`src/rtl/down_cnt_reload_if.sv`:
```
// Control/status bundle for the programmable down-counter timer.
// The master drives commands and the period; the slave returns count, carry and busy.
interface down_cnt_reload_if #(
  parameter int unsigned W = 12
);
  logic         CE;
  logic         LOAD;
  logic [W-1:0] LOAD_VAL;
  logic         START;
  logic         STOP;
  logic         ONESHOT;
  logic [W-1:0] Q;
  logic         CO;
  logic         BUSY;

  modport master (
    output CE, LOAD, LOAD_VAL, START, STOP, ONESHOT,
    input  Q, CO, BUSY
  );

  modport slave (
    input  CE, LOAD, LOAD_VAL, START, STOP, ONESHOT,
    output Q, CO, BUSY
  );
endinterface

```
`src/rtl/down_cnt_reload.sv`:
```
// Programmable down-counter/timer with runtime period, periodic or one-shot mode,
// and a carry pulse on the CE tick where the count sits at zero.
module down_cnt_reload #(
  parameter int unsigned W            = 12,
  parameter int unsigned DEFAULT_LOAD = 3199
) (
  input  logic                  CLK,
  input  logic                  CLR,
  down_cnt_reload_if.slave      bus
);

  typedef enum logic [0:0] {
    ST_IDLE = 1'b0,
    ST_RUN  = 1'b1
  } state_t;

  localparam logic [W-1:0] ZERO_W = {W{1'b0}};
  localparam logic [W-1:0] ONE_W  = {{(W-1){1'b0}}, 1'b1};

  state_t       state_r;
  logic [W-1:0] q_r;
  logic [W-1:0] period_r;
  logic         mode_r;
  logic         busy_r;
  logic [W-1:0] eff_period_s;
  logic         at_zero_s;

  // A same-cycle LOAD bypasses into any START or reload happening in that cycle.
  assign eff_period_s = bus.LOAD ? bus.LOAD_VAL : period_r;
  assign at_zero_s    = (q_r == ZERO_W);

  assign bus.Q    = q_r;
  assign bus.BUSY = busy_r;
  assign bus.CO   = bus.CE & (state_r == ST_RUN) & at_zero_s & ~bus.STOP & ~bus.START;

  // Counter FSM: CLR first, then STOP > START > counting; LOAD updates the period regardless.
  always_ff @(posedge CLK) begin
    if (CLR) begin
      state_r  <= ST_IDLE;
      q_r      <= ZERO_W;
      period_r <= W'(DEFAULT_LOAD);
      mode_r   <= 1'b0;
      busy_r   <= 1'b0;
    end else begin
      if (bus.LOAD) begin
        period_r <= bus.LOAD_VAL;
      end
      if (bus.STOP) begin
        state_r <= ST_IDLE;
        busy_r  <= 1'b0;
      end else if (bus.START) begin
        q_r     <= eff_period_s;
        mode_r  <= bus.ONESHOT;
        state_r <= ST_RUN;
        busy_r  <= 1'b1;
      end else begin
        case (state_r)
          ST_RUN: begin
            if (bus.CE) begin
              if (!at_zero_s) begin
                q_r <= q_r - ONE_W;
              end else if (mode_r) begin
                state_r <= ST_IDLE;
                busy_r  <= 1'b0;
              end else begin
                q_r <= eff_period_s;
              end
            end
          end
          ST_IDLE: begin
            busy_r <= 1'b0;
          end
          default: begin
            state_r <= ST_IDLE;
            busy_r  <= 1'b0;
          end
        endcase
      end
    end
  end

endmodule

```
`src/flat_wrapper.sv`:
```
// flat-port wrapper written by rule: the top's interface ports become plain ports
module down_cnt_reload_flat 
#(
  parameter int unsigned W            = 12,
  parameter int unsigned DEFAULT_LOAD = 3199
)
  (CLK, CLR, bus_CE, bus_LOAD, bus_LOAD_VAL, bus_START, bus_STOP, bus_ONESHOT, bus_Q, bus_CO, bus_BUSY);
  down_cnt_reload_if #(.W(W)) bus_i ();
  input  logic CLK;
  input  logic CLR;
  input wire logic [$bits(bus_i.CE)-1:0] bus_CE;
  input wire logic [$bits(bus_i.LOAD)-1:0] bus_LOAD;
  input wire logic [$bits(bus_i.LOAD_VAL)-1:0] bus_LOAD_VAL;
  input wire logic [$bits(bus_i.START)-1:0] bus_START;
  input wire logic [$bits(bus_i.STOP)-1:0] bus_STOP;
  input wire logic [$bits(bus_i.ONESHOT)-1:0] bus_ONESHOT;
  output wire logic [$bits(bus_i.Q)-1:0] bus_Q;
  output wire logic [$bits(bus_i.CO)-1:0] bus_CO;
  output wire logic [$bits(bus_i.BUSY)-1:0] bus_BUSY;
  assign bus_i.CE = bus_CE;
  assign bus_i.LOAD = bus_LOAD;
  assign bus_i.LOAD_VAL = bus_LOAD_VAL;
  assign bus_i.START = bus_START;
  assign bus_i.STOP = bus_STOP;
  assign bus_i.ONESHOT = bus_ONESHOT;
  assign bus_Q = bus_i.Q;
  assign bus_CO = bus_i.CO;
  assign bus_BUSY = bus_i.BUSY;
  down_cnt_reload #(.W(W), .DEFAULT_LOAD(DEFAULT_LOAD)) u_core (.CLK(CLK), .CLR(CLR), .bus(bus_i));
endmodule
```
`config.mk`:
```
export PLATFORM = sky130hd
export DESIGN_NAME = down_cnt_reload_flat
export DESIGN_NICKNAME = d
export VERILOG_FILES = /design/src/rtl/down_cnt_reload_if.sv /design/src/rtl/down_cnt_reload.sv /design/src/flat_wrapper.sv
export SDC_FILE = /design/constraint.sdc
export NUM_CORES = 1
export LEC_CHECK = 0
export BUFFER_PORTS_ARGS = -buffer_cell sky130_fd_sc_hd__buf_2
export CORE_MARGIN = 1
export CORE_UTILIZATION = 49
export DETAILED_ROUTE_END_ITERATION = 10
export MAX_ROUTING_LAYER = met4
export PLACE_DENSITY = 0.76
export SLEW_MARGIN = 20
export SYNTH_ARGS = -nofsm -noshare
export SYNTH_HDL_FRONTEND = slang
export SYNTH_SLANG_ARGS = --single-unit
```
`constraint.sdc`:
```
create_clock -name CLK -period 1.8 [get_ports CLK]
set_input_delay 0.09 -clock CLK [delete_from_list [all_inputs] [get_ports CLK]]
set_output_delay 0.09 -clock CLK [all_outputs]
set_load 0.01 [all_outputs]
```
After elaboration in Yosys (flattened, before gate mapping)
Index checks and enable logic that the tools add are counted.
W data, S select, Z words.
{ "op_classes": {"addsub": 1, "eq_ne": 4, "mux": 16, "bitwise_logic": 7, "reduce_logical": 7} }
{ "ops": {"columns": ["op", "n"], "rows": [
  ["$mux W12", 6],
  ["$logic_not A12 Y1", 1],
  ["$ne A3 B3 Y1 const B", 4],
  ["$sub A12 B1 Y12 const B", 1],
  ["$mux W1", 9],
  ["$and A1 B1 Y1", 4],
  ["$reduce_and A4 Y1", 1],
  ["$reduce_bool A2 Y1", 2],
  ["$not A1 Y1", 3],
  ["$reduce_and A3 Y1", 1],
  ["$pmux W1 S2", 1],
  ["$reduce_and A2 Y1", 1],
  ["$reduce_or A2 Y1", 1]
]} }
{ "word_totals": {"regBits": 27, "in_bits": 19, "output_inout_bits": 14, "word_cells": 40} }

Longest topological paths before layout
{ "logic_depth": {"depth_word": 6, "ltp_mapped": 8} }

Least setup slack after synthesis
Ideal clock, no wire load.
{ "synth_path": {"kind": "register to register", "startpoint": "register u_core.q_r[0], in the netlist u_core.bus.Q[0]", "endpoint": "register u_core.q_r[11], in the netlist u_core.bus.Q[11]", "arrival_time_ns": 1.906, "t_required_ns": 1.668, "slack_ns": -0.238, "stages_incl_launch_ff": 9, "n_path_buf": 2, "path_cell_list": "dfxtp_1 inv_1 ha_1 or4b_1 buf_6 nor4_4 or3_2 buf_6 o221ai_2"} }
{ "synth_between": {"elab_chain_len": 5, "word_cells_on_any_way": 8, "cone_classes": "1 x add/sub; 1 x eq/ne; 4 x mux; 2 x reduce/logical"} }
{ "synth_lines": {"columns": ["item", "line_no", "text"], "rows": [
  ["start: declaration", "down_cnt_reload.sv:21", "logic [W-1:0] q_r;"],
  ["start signal: assignment", "down_cnt_reload.sv:52", "q_r <= eff_period_s;"],
  ["start signal: assignment", "down_cnt_reload.sv:61", "q_r <= q_r - ONE_W;"],
  ["start signal: assignment", "down_cnt_reload.sv:66", "q_r <= eff_period_s;"],
  ["$sub A12 B1 Y12 / $logic_not A12 Y1 (equally long branches)", "down_cnt_reload.sv:61, down_cnt_reload.sv:30", null],
  ["$mux W12", "down_cnt_reload.sv:60", "if (!at_zero_s) begin"],
  ["$mux W12", "down_cnt_reload.sv:59", "if (bus.CE) begin"],
  ["$mux W12", "down_cnt_reload.sv:57", "case (state_r)"],
  ["$mux W12", "down_cnt_reload.sv:51", "end else if (bus.START) begin"]
]} }
Parallel ways exist; a longest one is shown, timed or not. The select of a mux whose other input is x is not followed.
A chain may end at the register's enable or synchronous reset.

Worst setup path after layout
{ "layout_path": {"startpoint": "register u_core.q_r[4], in the netlist u_core.bus.Q[4]", "endpoint": "register u_core.q_r[9], in the netlist u_core.bus.Q[9]"} }
Same word-level chain as after synthesis.

==> results.sh <==
export IMPL_synthFlopType="dfxtp_1"
export IMPL_violations="negative setup slack"
export IMPL_vias_per_cell=5.66
export IMPL_vias=1579
export IMPL_ir_worst_vdd_v=0.000509
export IMPL_dieWidth_um=59.7
export IMPL_wl_mm=4.57
export IMPL_gr_usage_met2=0.457
export IMPL_cp_max_fo=11
export IMPL_async_flop_share=0
export IMPL_layout_setup_ws_ns=-0.151
export IMPL_fill_cells=263
export IMPL_die_h_um=59.7
export IMPL_ys_seq_area_frac=0.332
export IMPL_grt_max_degree=17
export IMPL_path_clk_slew_ns=0.16
export IMPL_slowest_stage="or4_4"
export IMPL_cpPeakStageDelay_ns=0.56
export IMPL_synth_nets=194
export IMPL_fmax_mhz=513
export IMPL_register_area_um2=549
export IMPL_initial_core_util=0.525
export IMPL_clock_sinks=27
export IMPL_insertion_delay_ns=0.33
export IMPL_timing_final_crit_share=1.08
export IMPL_cts_tree="done"
export IMPL_finalSetupViolCount=14
export IMPL_rsz0062_at_grt="yes"
export IMPL_cp_data_required_time_ns=2.01
export IMPL_power_mw=1.92
export IMPL_startpoint_type="flop"
export IMPL_hpwl_mm=3.41
export IMPL_power_frac_seq=0.361
export IMPL_final_hold_viol_count=0
export IMPL_drt_initial_drc_count=75
export IMPL_clkPwrFrac=0.145
export IMPL_top_usage_layer="met2"
export IMPL_final_area_um2=2170
export IMPL_port_buffers=32
export IMPL_pwr_share_comb=0.495
export IMPL_synthSimpleGateAreaFrac=0.241
export IMPL_finClkSkew_ns=0.0102
export IMPL_io_pins=33
export IMPL_yosysWarnings=0
export IMPL_area_growth_pct=33.4
export IMPL_post_route_min_period_ns=1.95
export IMPL_drive_gt1_frac=0.460
export IMPL_grt_use_total=0.297
export IMPL_synth_compound_area_frac=0.201
export IMPL_maxCapViolCount=0
export IMPL_antenna_found_initial=0
export IMPL_synth_fa_ha_area_frac=0.0154
export IMPL_crit_chain="or4_4, buf_6, nor4_4, or3_4, o221ai_1"
export IMPL_syn_inst=173
export IMPL_synth_mux_area_frac=0.134
export IMPL_timing_setup_tns_ns=-1.44
export IMPL_grt_pass1_wl_mm=7.56
export IMPL_cts_root_buf="clkbuf_4"
export IMPL_htree_levels=1
export IMPL_ys_types=46
export IMPL_hold_path_class="in2reg"
export IMPL_crit_family="simple AND/OR/NAND/NOR gates"
export IMPL_drtPass1Iterations=4
export IMPL_core_area_um2=3100
export IMPL_multi_input_area_um2=1020
export IMPL_rows=20
export IMPL_grt_pass1_vias=1567
export IMPL_synth_edff_count=0
export IMPL_worst_pin_slew_ns=0.438
export IMPL_postSynthAreaPerCell_um2=9.42
export IMPL_wire_per_inst_um=16.4
export IMPL_post_route_drc_count=0
export IMPL_diodes=0
export IMPL_status="finished, violations left"
export IMPL_power_density_nw_per_um2=881
export IMPL_synth_top_family_by_area="simple AND/OR/NAND/NOR gates"
export IMPL_switching_share=0.367
export IMPL_met3_usage=0.0368
export IMPL_critPathKind="reg2reg"
export IMPL_p_switching_mw=0.702
export IMPL_cp_arrival_ns=2.16
export IMPL_power_leakage_nw=0.928
export IMPL_numCtsBuffers=3
export IMPL_detail_route_antenna_nets=0
export IMPL_design_die_area_um2=3560
export IMPL_syn_area_um2=1630
export IMPL_final_nets=257
export IMPL_slew_violations=0
export IMPL_crit_buf_inv=1
export IMPL_synth_xor_area_share=0
export IMPL_relSlewSlack=0.706
export IMPL_clk_path_buf_depth=2
export IMPL_postPlaceCellArea_um2=2020
export IMPL_grt_overflow_total=0
export IMPL_grtUsageMet1=0.406
export IMPL_place_congestion=0.973
export IMPL_p_int_mw=1.21
export IMPL_ys_ff_latch=27
export IMPL_post_route_util=0.700
export IMPL_cp_end_kind="flop"
==> sequential cells by signal, summed over array words and instances, names as in the netlist <==
name	cells
u_core.state_r	1
u_core.bus.Q	12
u_core.bus.BUSY	1
u_core.period_r	12
u_core.mode_r	1
==> power groups by stage <==
stage                     Combinational [mW]  Sequential, mW  Clock (mW)
after floorplan                        0.510           0.719           0
after global placement                 0.814           0.698           0
after detailed placement               0.824           0.702           0
after CTS                              0.901           0.690       0.292
after global routing                    1.02           0.696       0.307
final                                  0.947           0.691       0.278
==> stage by stage <==
step | hold slack, ns | setup WS (ns) | instances
after floorplan | 0.169 | -0.0485 | 173
after global placement | 0.315 | -0.119 | 266
after detailed placement | 0.328 | -0.162 | 266
after CTS | 0.0408 | -0.164 | 278
after global routing | 0.0752 | -0.210 | 279
final | 0.0580 | -0.151 | 279
==> kinds of logic after synthesis <==
| group | count (synthesis) |
|---|---|
| mux | 21 |
| fa+ha+maj | 2 |
| flops | 27 |
| buf+inv | 23 |
| compound gates | 35 |
| simple gates | 65 |
==> routing by layer <==
| layer | routed length [um] | vias to the layer above |
|---|---|---|
| li1 | - | 769 |
| met1 | 2080 | 755 |
| met2 | 2230 | 51 |
| met3 | 223 | 4 |
| met4 | 37 | 0 |
| met5 | 0 | - |
==> cell usage in the layout, fill, tap and decap left out, types with 6 or more instances in the layout <==
cell      instances
nand2b_1          7
mux2_2            7
nand2_1          12
o32ai_2           6
buf_2            32
dfxtp_1          22
nor3_1            6
inv_1             7
nor2b_1           7
buf_4            33
a211oi_1          8
nor4_1            7
mux2i_1          14
nor2_1            8
==> cell type report <==
cell class | count | share of cell area
timing repair buffer | 72 | 0.222
multi-input combinational | 123 | 0.470
clock buffer | 3 | 0.0104
sequential | 27 | 0.253
clock inverter | 1 | 0.00345
tap | 44 | 0.0253
inverter | 9 | 0.0167
==> Yosys cell counts (2+ instances only) <==
master / n / area (um2)
nand2b_1: 7 / 43.8
o21ai_0: 2 / 10.0
o32ai_2: 6 / 97.6
a211oi_1: 8 / 60.1
nand2_1: 12 / 45.0
o31ai_1: 2 / 15.0
mux2i_1: 14 / 140
o221ai_2: 2 / 30.0
ha_1: 2 / 25.0
nor2_1: 9 / 33.8
or4_1: 2 / 15.0
nor2b_1: 7 / 43.8
clkbuf_1: 5 / 18.8
buf_6: 4 / 45.0
dfxtp_1: 27 / 541
nor3_1: 6 / 30.0
o22ai_1: 2 / 12.5
nor4_1: 8 / 50.1
mux2_2: 7 / 78.8
a31oi_1: 2 / 12.5
or3_1: 2 / 12.5
a21oi_1: 3 / 15.0
buf_2: 3 / 15.0
inv_1: 9 / 33.8
==> what timing repair did <==
item                                   4_1_cts  5_1_grt
setup endpoints to repair                   15       15
buffers inserted                             4        1
pin swaps                                    4        0
resized for setup                            8        3
endpoints found under the hold margin        5        0
hold buffers                                 4        0
==> worst paths after layout <==
check	from	to	slack, ns	depth (start not counted)
setup reg to reg	u_core.bus.Q[4]	u_core.bus.Q[9]	-0.15	5
setup / recovery	u_core.bus.Q[4]	u_core.bus.Q[9]	-0.15	5
hold reg to reg	u_core.period_r[3]	u_core.period_r[3]	0.49	2
hold / removal	bus_LOAD_VAL[10]	u_core.period_r[10]	0.06	3
==> worst register-to-register path, delay by kind of cell (launching register included) <==
kind            cells  cell delay (ns)
simple gates        3             1.18
flops               1             0.35
compound gates      1             0.16
buf+inv             1             0.15
(Power assumes the default switching activity.)
